==> src/rtl/sw_test_status_mon.sv <==
// Software test status monitor: tracks per-channel boot/test/pass/fail status
// writes and raises a sticky termination request with an overall verdict.
module sw_test_status_mon #(
   parameter int unsigned                 NumChannels   = 2,
   parameter int unsigned                 AddrWidth     = 32,
   parameter logic [AddrWidth-1:0]        StatusAddr    = AddrWidth'(32'h1000_0000),
   parameter int unsigned                 TimeoutCycles = 0
) (
   input  logic                                  clk_i,
   input  logic                                  rst_ni,
   input  logic                                  clear_i,
   input  logic [NumChannels-1:0]                wr_valid_i,
   input  logic [NumChannels-1:0][AddrWidth-1:0] addr_i,
   input  logic [NumChannels-1:0][15:0]          data_i,
   output logic [NumChannels-1:0][2:0]           chan_state_o,
   output logic                                  test_done_o,
   output logic                                  test_passed_o,
   output logic                                  timeout_o,
   output logic [2:0]                            fail_chan_o
);

   localparam int unsigned StW    = 3;
   localparam int unsigned CodeW  = 16;
   localparam int unsigned IdxW   = 3;
   localparam int unsigned CntW   = (TimeoutCycles == 0) ? 1 : $clog2(TimeoutCycles + 1);
   localparam bit          WdEn   = (TimeoutCycles != 0);

   localparam logic [StW-1:0] StIdle = StW'(0);
   localparam logic [StW-1:0] StBoot = StW'(1);
   localparam logic [StW-1:0] StTest = StW'(2);
   localparam logic [StW-1:0] StPass = StW'(3);
   localparam logic [StW-1:0] StFail = StW'(4);

   localparam logic [CodeW-1:0] CodeBoot = CodeW'(16'hB090);
   localparam logic [CodeW-1:0] CodeTest = CodeW'(16'h4354);
   localparam logic [CodeW-1:0] CodePass = CodeW'(16'h900D);
   localparam logic [CodeW-1:0] CodeFail = CodeW'(16'hBAAD);

   localparam logic [CntW-1:0] CntLast = CntW'(TimeoutCycles - 1);
   localparam logic [CntW-1:0] CntMax  = CntW'(TimeoutCycles);

   logic [NumChannels-1:0][StW-1:0] state_q;
   logic [NumChannels-1:0][StW-1:0] state_d;
   logic [CntW-1:0]                 cnt_q;
   logic                            any_fail;
   logic                            all_pass;
   logic [IdxW-1:0]                 fail_idx;
   logic                            expire;

   // Per-channel status state registers
   always_ff @(posedge clk_i or negedge rst_ni) begin
      if (!rst_ni) begin
         state_q <= '0;
      end else begin
         state_q <= state_d;
      end
   end

   // Next-state: clear wins; Pass/Fail are sticky; unknown codes ignored
   always_comb begin
      state_d = state_q;
      for (int i = 0; i < int'(NumChannels); i++) begin
         if (clear_i) begin
            state_d[i] = StIdle;
         end else if (wr_valid_i[i] && (addr_i[i] == StatusAddr) &&
                      (state_q[i] == StIdle || state_q[i] == StBoot ||
                       state_q[i] == StTest)) begin
            case (data_i[i])
               CodeBoot: state_d[i] = StBoot;
               CodeTest: state_d[i] = StTest;
               CodePass: state_d[i] = StPass;
               CodeFail: state_d[i] = StFail;
               default:  state_d[i] = state_q[i];
            endcase
         end
      end
   end

   // Channel state outputs and aggregate pass/fail decode
   always_comb begin
      chan_state_o = state_q;
      any_fail     = 1'b0;
      all_pass     = 1'b1;
      fail_idx     = '0;
      for (int i = int'(NumChannels) - 1; i >= 0; i--) begin
         if (state_q[i] != StPass) begin
            all_pass = 1'b0;
         end
         if (state_q[i] == StFail) begin
            any_fail = 1'b1;
            fail_idx = IdxW'(i);
         end
      end
   end

   // Watchdog fires on the cycle the counter sits at its last value
   always_comb begin
      expire = WdEn && !test_done_o && (cnt_q == CntLast);
   end

   // Watchdog counter: runs until done, saturates instead of wrapping
   always_ff @(posedge clk_i or negedge rst_ni) begin
      if (!rst_ni) begin
         cnt_q <= '0;
      end else if (clear_i) begin
         cnt_q <= '0;
      end else if (WdEn && !test_done_o && (cnt_q != CntMax)) begin
         cnt_q <= cnt_q + CntW'(1);
      end
   end

   // Sticky verdict capture on the first terminating condition
   always_ff @(posedge clk_i or negedge rst_ni) begin
      if (!rst_ni) begin
         test_done_o   <= 1'b0;
         test_passed_o <= 1'b0;
         timeout_o     <= 1'b0;
         fail_chan_o   <= '0;
      end else if (clear_i) begin
         test_done_o   <= 1'b0;
         test_passed_o <= 1'b0;
         timeout_o     <= 1'b0;
         fail_chan_o   <= '0;
      end else if (!test_done_o && (any_fail || all_pass || expire)) begin
         test_done_o   <= 1'b1;
         test_passed_o <= all_pass && !any_fail && !expire;
         timeout_o     <= expire;
         fail_chan_o   <= any_fail ? fail_idx : '0;
      end
   end

endmodule

==> config.mk <==
export PLATFORM = sky130hd
export DESIGN_NAME = sw_test_status_mon
export DESIGN_NICKNAME = d
export VERILOG_FILES = /design/src/rtl/sw_test_status_mon.sv
export SDC_FILE = /design/constraint.sdc
export NUM_CORES = 1
export LEC_CHECK = 0
export BUFFER_PORTS_ARGS = -buffer_cell sky130_fd_sc_hd__buf_2
export CAP_MARGIN = 20
export CORE_UTILIZATION = 35
export CTS_CLUSTER_SIZE = 25
export DETAILED_ROUTE_END_ITERATION = 8
export GPL_TIMING_DRIVEN = 0
export HOLD_SLACK_MARGIN = 0.06
export PLACE_DENSITY = 0.86
export SYNTH_ARGS = -nofsm -noshare
export SYNTH_HDL_FRONTEND = slang
export SYNTH_SLANG_ARGS = --single-unit
==> constraint.sdc <==
create_clock -name clk_i -period 3.9 [get_ports clk_i]
set_clock_uncertainty 0.2 [all_clocks]
set_input_delay 0.195 -clock clk_i [delete_from_list [all_inputs] [get_ports clk_i]]
set_output_delay 0.195 -clock clk_i [all_outputs]
set_load 0.01 [all_outputs]
# Word level (Yosys, flattened, before mapping)
# Cells that the tools add are included.
# W data, S select, Z words.
# totals
reg_bits	12
latch_bits	0
mem_bits_rw	0
rom_bits	0
output_inout_bits	12
elab_cells	67
mem_count	0
# classes
addsub	0
multipliers	0
n_div	0
n_lt_le_gt_ge	0
eq_ne	18
shift	0
mux	21
bitwise	0
reduce_logical	22
# ops
op	n
$eq A16 B16 Y1 const B	6
$eq A32 B29 Y1 const B	2
$eq A16 B15 Y1 const B	2
$mux W3	8
$pmux W3 S4	2
$mux W1	11
$reduce_bool A5 Y1	2
$eq A3 B1 Y1 const B	2
$eq A3 B2 Y1 const B	2
$eq A3 B3 Y1 const B	2
$logic_and A1 B1 Y1	6
$logic_not A3 Y1	2
$ne A3 B2 Y1 const B	2
$reduce_bool A2 Y1	3
$logic_or A1 B1 Y1	5
$reduce_and A2 Y1	2
$logic_not A1 Y1	2

# Logic depth before layout (Yosys ltp)
# Gate-level depths: netlist of run 1.
# depth
ltp_word	7
depth_mapped	5

# Least setup slack after synthesis of run 1
# No wires, ideal clock.
# synth_path
path_kind	in2reg
startpoint	input data_i[21] in the netlist's numbering
endpoint	register state_q, in the netlist chan_state_o[3]
setup_ns	0.094
arrival_ns	1.692
required_ns	3.606
slack_ns	1.915
cell_stages	5
n_path_buf	0
cell_sequence	or4b_1 > or4b_1 > a21oi_2 > o21ai_1 > a221oi_2
# synth_between
elab_chain_len	4
word_cells_on_any_way	9
# synth_rtl
item	line	source
start, declared	14	input logic [NumChannels-1:0][15:0] data_i,
$eq A16 B16 Y1 or $eq A16 B15 Y1 (tied branches)	68	case (data_i[i])
$pmux W3 S4	68	
$mux W3	65	end else if (wr_valid_i[i] && (addr_i[i] == StatusAddr) &&
$mux W3	63	if (clear_i) begin
end signal, assigned	55	state_q <= state_d;
end, declared	42	logic [NumChannels-1:0][StW-1:0] state_q;
# Several ways; a longest one is shown, not always the timed one. The select of a mux whose other input is x is not followed.
# A chain may end at the register's enable or synchronous reset.

# Worst setup path after layout of run 1
# layout_path
startpoint	register state_q, in the netlist chan_state_o[2]
endpoint	register state_q, in the netlist chan_state_o[0]
# layout_between
elab_chain_len	6
word_cells_on_any_way	8
# layout_rtl
item	line	source
$eq A3 B1 Y1 or $logic_not A3 Y1 (tied branches)	66	(state_q[i] == StIdle || state_q[i] == StBoot ||
$logic_or A1 B1 Y1	66	
$logic_or A1 B1 Y1 *	66	
$logic_and A1 B1 Y1 *	65	
$reduce_bool A2 Y1 (no source line) *	n/a	
$reduce_and A2 Y1 (no source line) *	n/a	
# Every way passes the cells marked *; elsewhere a longest branch is shown, timed or not.

==> results of run 1 <==
## through the flow
stage               setup WS [ps]   util  area, um^2
finish                       1830  0.626        1540
global route                 1600  0.626        1540
CTS                          1820  0.626        1540
detailed placement           1730  0.607        1490
global placement             1730  0.607        1490
floorplan                    1910      -         912
## cell usage in the layout, fill, tap and decap left out, drive strengths merged
cell type    instances
buf                112
nor4                16
nand2               10
dfrtp                9
nand3                8
nor4b                7
a21oi                7
nor2                 6
nor3                 6
o21ai                5
inv                  4
nor4bb               4
nand4                4
clkbuf               4
or3                  3
nor3b                3
conb                 3
and4b                2
o31ai                2
or4b                 2
dlygate4sd3          2
a221oi               2
o22ai                2
nand2b               1
nor2b                1
a32o                 1
and4bb               1
a21bo                1
or2                  1
## sequential cells by signal, indices dropped and copies added (netlist names)
signal	flops
fail_chan_o	1
chan_state_o	6
test_done_o	1
test_passed_o	1
## how the worst max path moves through the flow
stage / cells past startpoint / end / slack (ps) / startpoint
finish: 5 / chan_state_o[0] / 1830 / chan_state_o[2]
global route: 5 / chan_state_o[0] / 1600 / chan_state_o[2]
CTS: 5 / chan_state_o[0] / 1820 / chan_state_o[2]
detailed placement: 6 / chan_state_o[3] / 1730 / data_i[21]
global placement: 6 / chan_state_o[3] / 1730 / data_i[21]
floorplan: 5 / chan_state_o[3] / 1910 / data_i[21]
## routing by layer
layer  vias to the layer above  GRT usage
met4                         0     0.0877
met3                         2     0.0406
met1                       624      0.270
met5                         -          0
met2                        54      0.437
li1                        683          -
## logic make-up after synthesis
| group | synth area share |
|---|---|
| other | 0.00415 |
| AO/OA/AOI/OAI | 0.156 |
| flip-flops | 0.249 |
| AND/OR/NAND/NOR | 0.537 |
| buffers and inverters | 0.0539 |
## timing repair
item,4_1_cts,5_1_grt
buffers inserted,0,0
hold buffers,2,0
setup endpoints to repair,0,0
hold endpoints to repair,17,0
## power groups by stage
stage | Clock (uW) | Sequential [uW] | Combinational (uW)
final | 73.6 | 93.3 | 77.5
after global routing | 80.1 | 93.2 | 85.6
after CTS | 76.7 | 93.3 | 77.4
after detailed placement | 0 | 95.1 | 75.6
after global placement | 0 | 95.1 | 73.5
after floorplan | 0 | 95.1 | 18.0
## cell type report
type	count	area, um^2
clock buffers	4	26.3
fillers	253	918
inverters	4	15.0
multi-input cells	98	638
well taps	30	37.5
plain buffers	4	33.8
repair buffers	110	561
flip-flops and latches	9	225
==> results.toml, run 1 <==
[route]
drt-pass1-iter-count = 4
highest_layer = "met4"
via_per_inst = 5.26
wl_met2_um = 1650
wirelength_met1_um = 1290
ant_nets = 0
wl_met3_um = 233
remaining_drc_errors = 0
routedWlPerCell_um = 12.3
vias = 1363
dr.first_iter.drc_count = 32
wirelength_um = 3190

[finish]
drive_above_1_share = 0.528
areaGrowthSynthToFinish_pct = 69.8
antenna_cells = 0
layout.cells.non_filler = 259
fin_nets = 331

[setup_path]
r2r-end = "chan_state_o[0]"
ff2ff_path_depth = 5
crit_slowest_cell = "nor3_1"
setup.worst_path.start_class = "flop"
critPathTopFamily = "simple AND/OR/NAND/NOR gates"
path_class = "flop to flop"
cp-end-kind = "flop"
worstPathRequired_ps = 3860
rr_startpoint = "chan_state_o[2]"
cp.buffers_inverters = 0
critPathMaxStageDelay_ps = 470
cp.arrival_ps = 2030
regToRegSetupSlack_ps = 1830
path_cells = "nor4_1, nand4_1, nor3_1, o21ai_0, a221oi_1"
cp_max_fo = 5

[synth]
synth_top_area_cell = "dfrtp_1"
yosys.area.top_type_share = 0.249
synthMostInstantiatedCell = "nor4_1"
synth_common_cells = "16 x nor4_1, 10 x nand2_1, 9 x dfrtp_1"
synth-async-reset-ratio = 1.00
syn_area_per_cell_um2 = 8.01
syn_inst = 113
synth_cell_types = 34
synthFlopType = "dfrtp_1"
yosys_warnings = 0
ys_top_cells_by_area = "dfrtp_1 25%, nor4_1 11%, nor4b_1 6.8%"
synth.yosys.seq_area_share = 0.249
syn_area_um2 = 905
ys_ff_latch = 9
synth_edf_count = 0

[power]
p_sw_uw = 64.4
peakVddDrop_v = 0.000116
total_power_uw = 244
seq_power_share = 0.382
power_frac_comb = 0.317
pwr-share-clk = 0.301
powerDensity_nw_per_um2 = 159
p_sw_frac = 0.263
p_int_uw = 180
p_leak_uw = 0.000745

[timing]
setup_viol = 0
max_freq_ghz = 0.484
period_share = 0.530
rsz0062_at_grt = "false"
slew_headroom = 0.654
slew_violations = 0
holdWs_ps = 107
layout_min_cycle_time_ps = 2070
setup_tns_ps = 0
worst_pin_slew_ps = 516
hold_viol = 0

[die]
fp-row-count = 18
die_w_um = 52.8
core_um2 = 2450
die_area_um2 = 2790
die_h_um = 52.8
io_pins = 113
start_util = 0.369

[placement]
dp_cells = 253
post-dp-hpwl_um = 2750
gp_congestion = 0.790
portBuffers = 108

[flow_run]
maxCapViolCount = 0

[clocking]
post_cts_resized = 0
cts.path.max_buffers = 2
clock_sinks = 9
cts_buffers = 3
clkLatencyLatePin_ps = 260
h-tree-depth = 1
cts_tree = "done"
clk_pin_slew_ps = 70
cts_root_buffer = "clkbuf_4"

[grt]
antenna_found_initial = 0
grt_pass1_vias = 1196
grt_pass1_wl_um = 4920
grt_util_all_layers = 0.238
grt_max_degree = 11
overflow = 0

[min_path]
hold_path.class = "input pin to asynchronous set/reset pin"

[outcome]
status = "complete, no violations"
No activity file was read; power rests on OpenSTA's default activity.
==> run 2, diff against run 1 <==
Settings changed: CORE_UTILIZATION 35 to 29, PLACE_DENSITY 0.86 to 0.76.
Clock period 3.9 ns to 1.7 ns, I/O delays scaled along.
==> results.toml, run 2 (synthesis gave the netlist of run 1 again) <==
[grt]
grt_max_degree = 11
overflow = 0
antenna_found_initial = 0
grt_util_all_layers = 0.194
grt_pass1_vias = 1220
grt_pass1_wl_um = 5150

[route]
drt-pass1-iter-count = 7
wirelength_um = 3350
vias = 1381
routedWlPerCell_um = 12.4
ant_nets = 0
dr.first_iter.drc_count = 32
via_per_inst = 5.11
remaining_drc_errors = 8

[finish]
design_area_um2 = 1690
n_fill_cell = 269
largest_reg_flops = 6
final_cell_mix = "107 x buf_2, 13 x nor4_1, 10 x nand2_1"
layout_commonest_cell = "buf_2"
layout.cells.non_filler = 270
fin_nets = 341
drive_above_1_share = 0.561
areaGrowthSynthToFinish_pct = 86.9
antenna_cells = 0

[timing]
slew_violations = 0
rsz0062_at_grt = "true"
setup_slack_ps = -35.9
layout_min_cycle_time_ps = 1740
setup_viol = 1
hold_viol = 0
period_share = 1.02
max_freq_ghz = 0.576

[placement]
dpl_cell_area_um2 = 1500
dp_cells = 254
post-dp-hpwl_um = 2680
portBuffers = 108
gp_congestion = 0.786

[power]
p_int_uw = 425
power_frac_comb = 0.337
seq_power_share = 0.373
powerDensity_nw_per_um2 = 340
p_sw_uw = 149
p_sw_frac = 0.260
peakVddDrop_v = 0.000172
p_leak_uw = 0.000816
pwr-share-clk = 0.290

[flow_run]
maxCapViolCount = 0

[die]
die_h_um = 57.9
die_area_um2 = 3350
start_util = 0.317
io_pins = 113
die_w_um = 57.9
fp-row-count = 19
core_um2 = 2850

[clocking]
h-tree-depth = 1
clkLatencyLatePin_ps = 260
clock_sinks = 9
cts_tree = "done"
cts_root_buffer = "clkbuf_4"
clk_pin_slew_ps = 60
cts_buffers = 3
cts.path.max_buffers = 2

[setup_path]
worstPathRequired_ps = 1670
setup.worst_path.start_class = "input pin"
path_class = "input pin to flop"
cp_max_fo = 2
cp.arrival_ps = 1700
cp-end-kind = "flop"

[min_path]
hold_path.class = "input pin to flop"

[outcome]
violations = "design-rule violations, negative setup slack"
status = "finished with violations"
## run 2: timing repair
action	4_1_cts	5_1_grt
gates resized for setup	4	8
setup endpoints to repair	3	5
hold buffers	7	0
pin swaps	8	7
hold endpoints to repair	18	0
buffers inserted	5	0
## run 2: metrics by stage
step	hold slack, ps	utilization	setup TNS, ps	worst slack (ps)	total power, uW
finish	47.9	0.593	-35.9	-35.9	574
global route	73.1	0.593	-115	-81.4	611
CTS	71.0	0.579	-45.6	-45.6	571
detailed placement	-255	0.525	-793	-359	389
global placement	-258	0.525	-800	-345	387
floorplan	-411	-	-156	-156	260
## run 2: final timing paths
kind,from,to,slack (ps),depth (start not counted)
max,data_i[17],chan_state_o[3],-40,6
min,addr_i[47],chan_state_o[3],50,6
max reg2reg,chan_state_o[5],chan_state_o[3],70,5
min reg2reg,fail_chan_o[0],fail_chan_o[0],340,2
max in group asynchronous,rst_ni,chan_state_o[5],370,3
min in group asynchronous,rst_ni,chan_state_o[2],620,3
## run 2: power groups by stage
stage | Sequential (uW) | Combinational, uW | Clock [uW]
floorplan | 218 | 41.4 | 0
global placement | 218 | 169 | 0
detailed placement | 218 | 171 | 0
CTS | 214 | 187 | 170
global route | 214 | 212 | 185
finish | 214 | 193 | 167
## run 2: layer usage
metal  vias up  track usage  part of all wire
met3         4       0.0402             0.066
met2        62        0.338              0.50
li1        707            -                 -
met4         0       0.0578            0.0081
met1       608        0.241              0.43
met5         -            0                 0
## run 2: final cells by class
cell class                 instances  area, um^2  share of cell area
buffer                             4        33.8              0.0200
clock buffer                       4        26.3              0.0155
inverter                           4        15.0             0.00888
multi-input combinational         98         696               0.412
sequential                         9         226               0.134
tap                               31        38.8              0.0229
timing repair buffer             120         654               0.387
## run 2: worst max-delay path, stage by stage
cell	delay (ps)
buf_6	90
or4b_4	520
or4b_4	510
a21oi_4	160
o21ai_2	70
a221oi_2	270
==> run 3, diff against run 2 <==
Settings changed: REMOVE_ABC_BUFFERS from default to 1.
==> results.toml, run 3 (synthesis gave the netlist of run 1 again) <==
[setup_path]
ff2ff_path_depth = 5
setup.worst_path.start = "data_i[17]"
cp.arrival_ps = 1720
critPathMaxStageDelay_ps = 520
rr_startpoint = "chan_state_o[2]"
regToRegSetupSlack_ps = 20
cp-end-kind = "flop"
path_class = "input pin to flop"
crit_slowest_cell = "or4b_4"
worstPathRequired_ps = 1670
critPathMostFrequentCell = "or4b_4"
cp_max_fo = 2
path_cells = "buf_6, or4b_4, or4b_4, a21oi_4, o21ai_2, a221oi_2"
setup.worst_path.start_class = "input pin"

[route]
dr.first_iter.drc_count = 36
drt-pass1-iter-count = 8
routedWlPerCell_um = 12.2
remaining_drc_errors = 5
ant_nets = 0
wirelength_um = 3250
vias = 1399
via_per_inst = 5.26

[die]
io_pins = 113
die_w_um = 57.9
core_um2 = 2850
die_h_um = 57.9
die_area_um2 = 3350
fp-row-count = 19
start_util = 0.317

[power]
p_leak_uw = 0.000793
p_sw_frac = 0.261
powerDensity_nw_per_um2 = 343
seq_power_share = 0.378
pwr-share-clk = 0.298
peakVddDrop_v = 0.000148
power_frac_comb = 0.324
p_int_uw = 419
p_sw_uw = 148

[min_path]
min_path_cells = 6
hold_path.class = "input pin to flop"
min_from = "addr_i[49]"

[timing]
setup_viol = 2
layout_min_cycle_time_ps = 1750
holdWs_ps = 54.0
period_share = 1.03
setup_slack_ps = -52.2
hold_viol = 0
slew_violations = 0
setup_tns_ps = -71.6
rsz0062_at_grt = "true"
max_freq_ghz = 0.571

[finish]
largest_reg_flops = 6
multi_input_area_um2 = 688
final_cell_mix = "107 x buf_2, 15 x nor4_1, 10 x nand2_1"
areaGrowthSynthToFinish_pct = 82.6
design_area_um2 = 1650
ff_latch_area_um2 = 225
layout_commonest_cell = "buf_2"
n_fill_cell = 276
antenna_cells = 0
drive_above_1_share = 0.553
fin_nets = 337

[clocking]
clkLatencyLatePin_ps = 260
clock_sinks = 9
clk_pin_slew_ps = 60
h-tree-depth = 1
cts.path.max_buffers = 2
cts_root_buffer = "clkbuf_4"
cts_tree = "done"
cts_buffers = 3

[grt]
overflow = 0
antenna_found_initial = 0
grt_pass1_vias = 1285
grt_util_all_layers = 0.199
grt_pass1_wl_um = 5320
grt_max_degree = 11

[placement]
dpl_cell_area_um2 = 1460
portBuffers = 109
gp_congestion = 0.853
post-dp-hpwl_um = 2680

[outcome]
violations = "design-rule violations, negative setup slack"
status = "finished with violations"

[flow_run]
maxCapViolCount = 0
==> run 3: metrics by stage <==
| stage | worst slack [ps] | std cells | total power, uW | utilization |
|---|---|---|---|---|
| 3_5_place_dp | -373 | 251 | 383 | 0.513 |
| 5_1_grt | -110 | 266 | 604 | 0.579 |
| 4_1_cts | -29.5 | 265 | 571 | 0.562 |
| 3_3_place_gp | -370 | 251 | 379 | 0.513 |
| 6_report | -52.2 | 266 | 567 | 0.579 |
| 2_1_floorplan | -175 | 111 | 250 | - |
==> run 3: what timing repair did <==
action,in CTS,in global routing
hold buffers,7,0
setup buffers,3,1
endpoints found under the hold margin,18,0
endpoints found under the setup margin,5,5
gates resized for setup,5,9
pin swaps,11,5
==> run 3: worst paths after layout <==
kind / endpoint
worst min-delay path: chan_state_o[3]
worst max register to register: chan_state_o[1]
min in group asynchronous: test_passed_o
worst max-delay path: chan_state_o[3]
worst min register to register: fail_chan_o[0]
max in group asynchronous: chan_state_o[0]
==> run 3: area by class of cell <==
| class | count | area share |
|---|---|---|
| multi-input cells | 98 | 0.417 |
| repair buffers | 120 | 0.398 |
| flip-flops and latches | 9 | 0.136 |
| well taps | 31 | 0.0235 |
| clock buffers | 4 | 0.0159 |
| inverters | 4 | 0.00909 |
==> run 3: power groups by stage <==
stage | Combinational [uW] | Clock, uW | Sequential (uW)
4_1_cts | 180 | 176 | 214
3_3_place_gp | 161 | 0 | 218
6_report | 184 | 169 | 214
2_1_floorplan | 31.4 | 0 | 218
3_5_place_dp | 165 | 0 | 218
5_1_grt | 203 | 187 | 214
==> run 3: critical path, delay by kind of cell <==
kind	cells	cell delay, ps
and+or+nand+nor	2	1030
buffers and inverters	1	90
AOI/OAI and AO/OA	3	510
==> run 3: metal layers <==
| metal | track usage | part of all wire |
|---|---|---|
| met5 | 0 | 0 |
| met4 | 0.0408 | 0.0071 |
| met3 | 0.0469 | 0.070 |
| met2 | 0.351 | 0.51 |
| met1 | 0.245 | 0.42 |
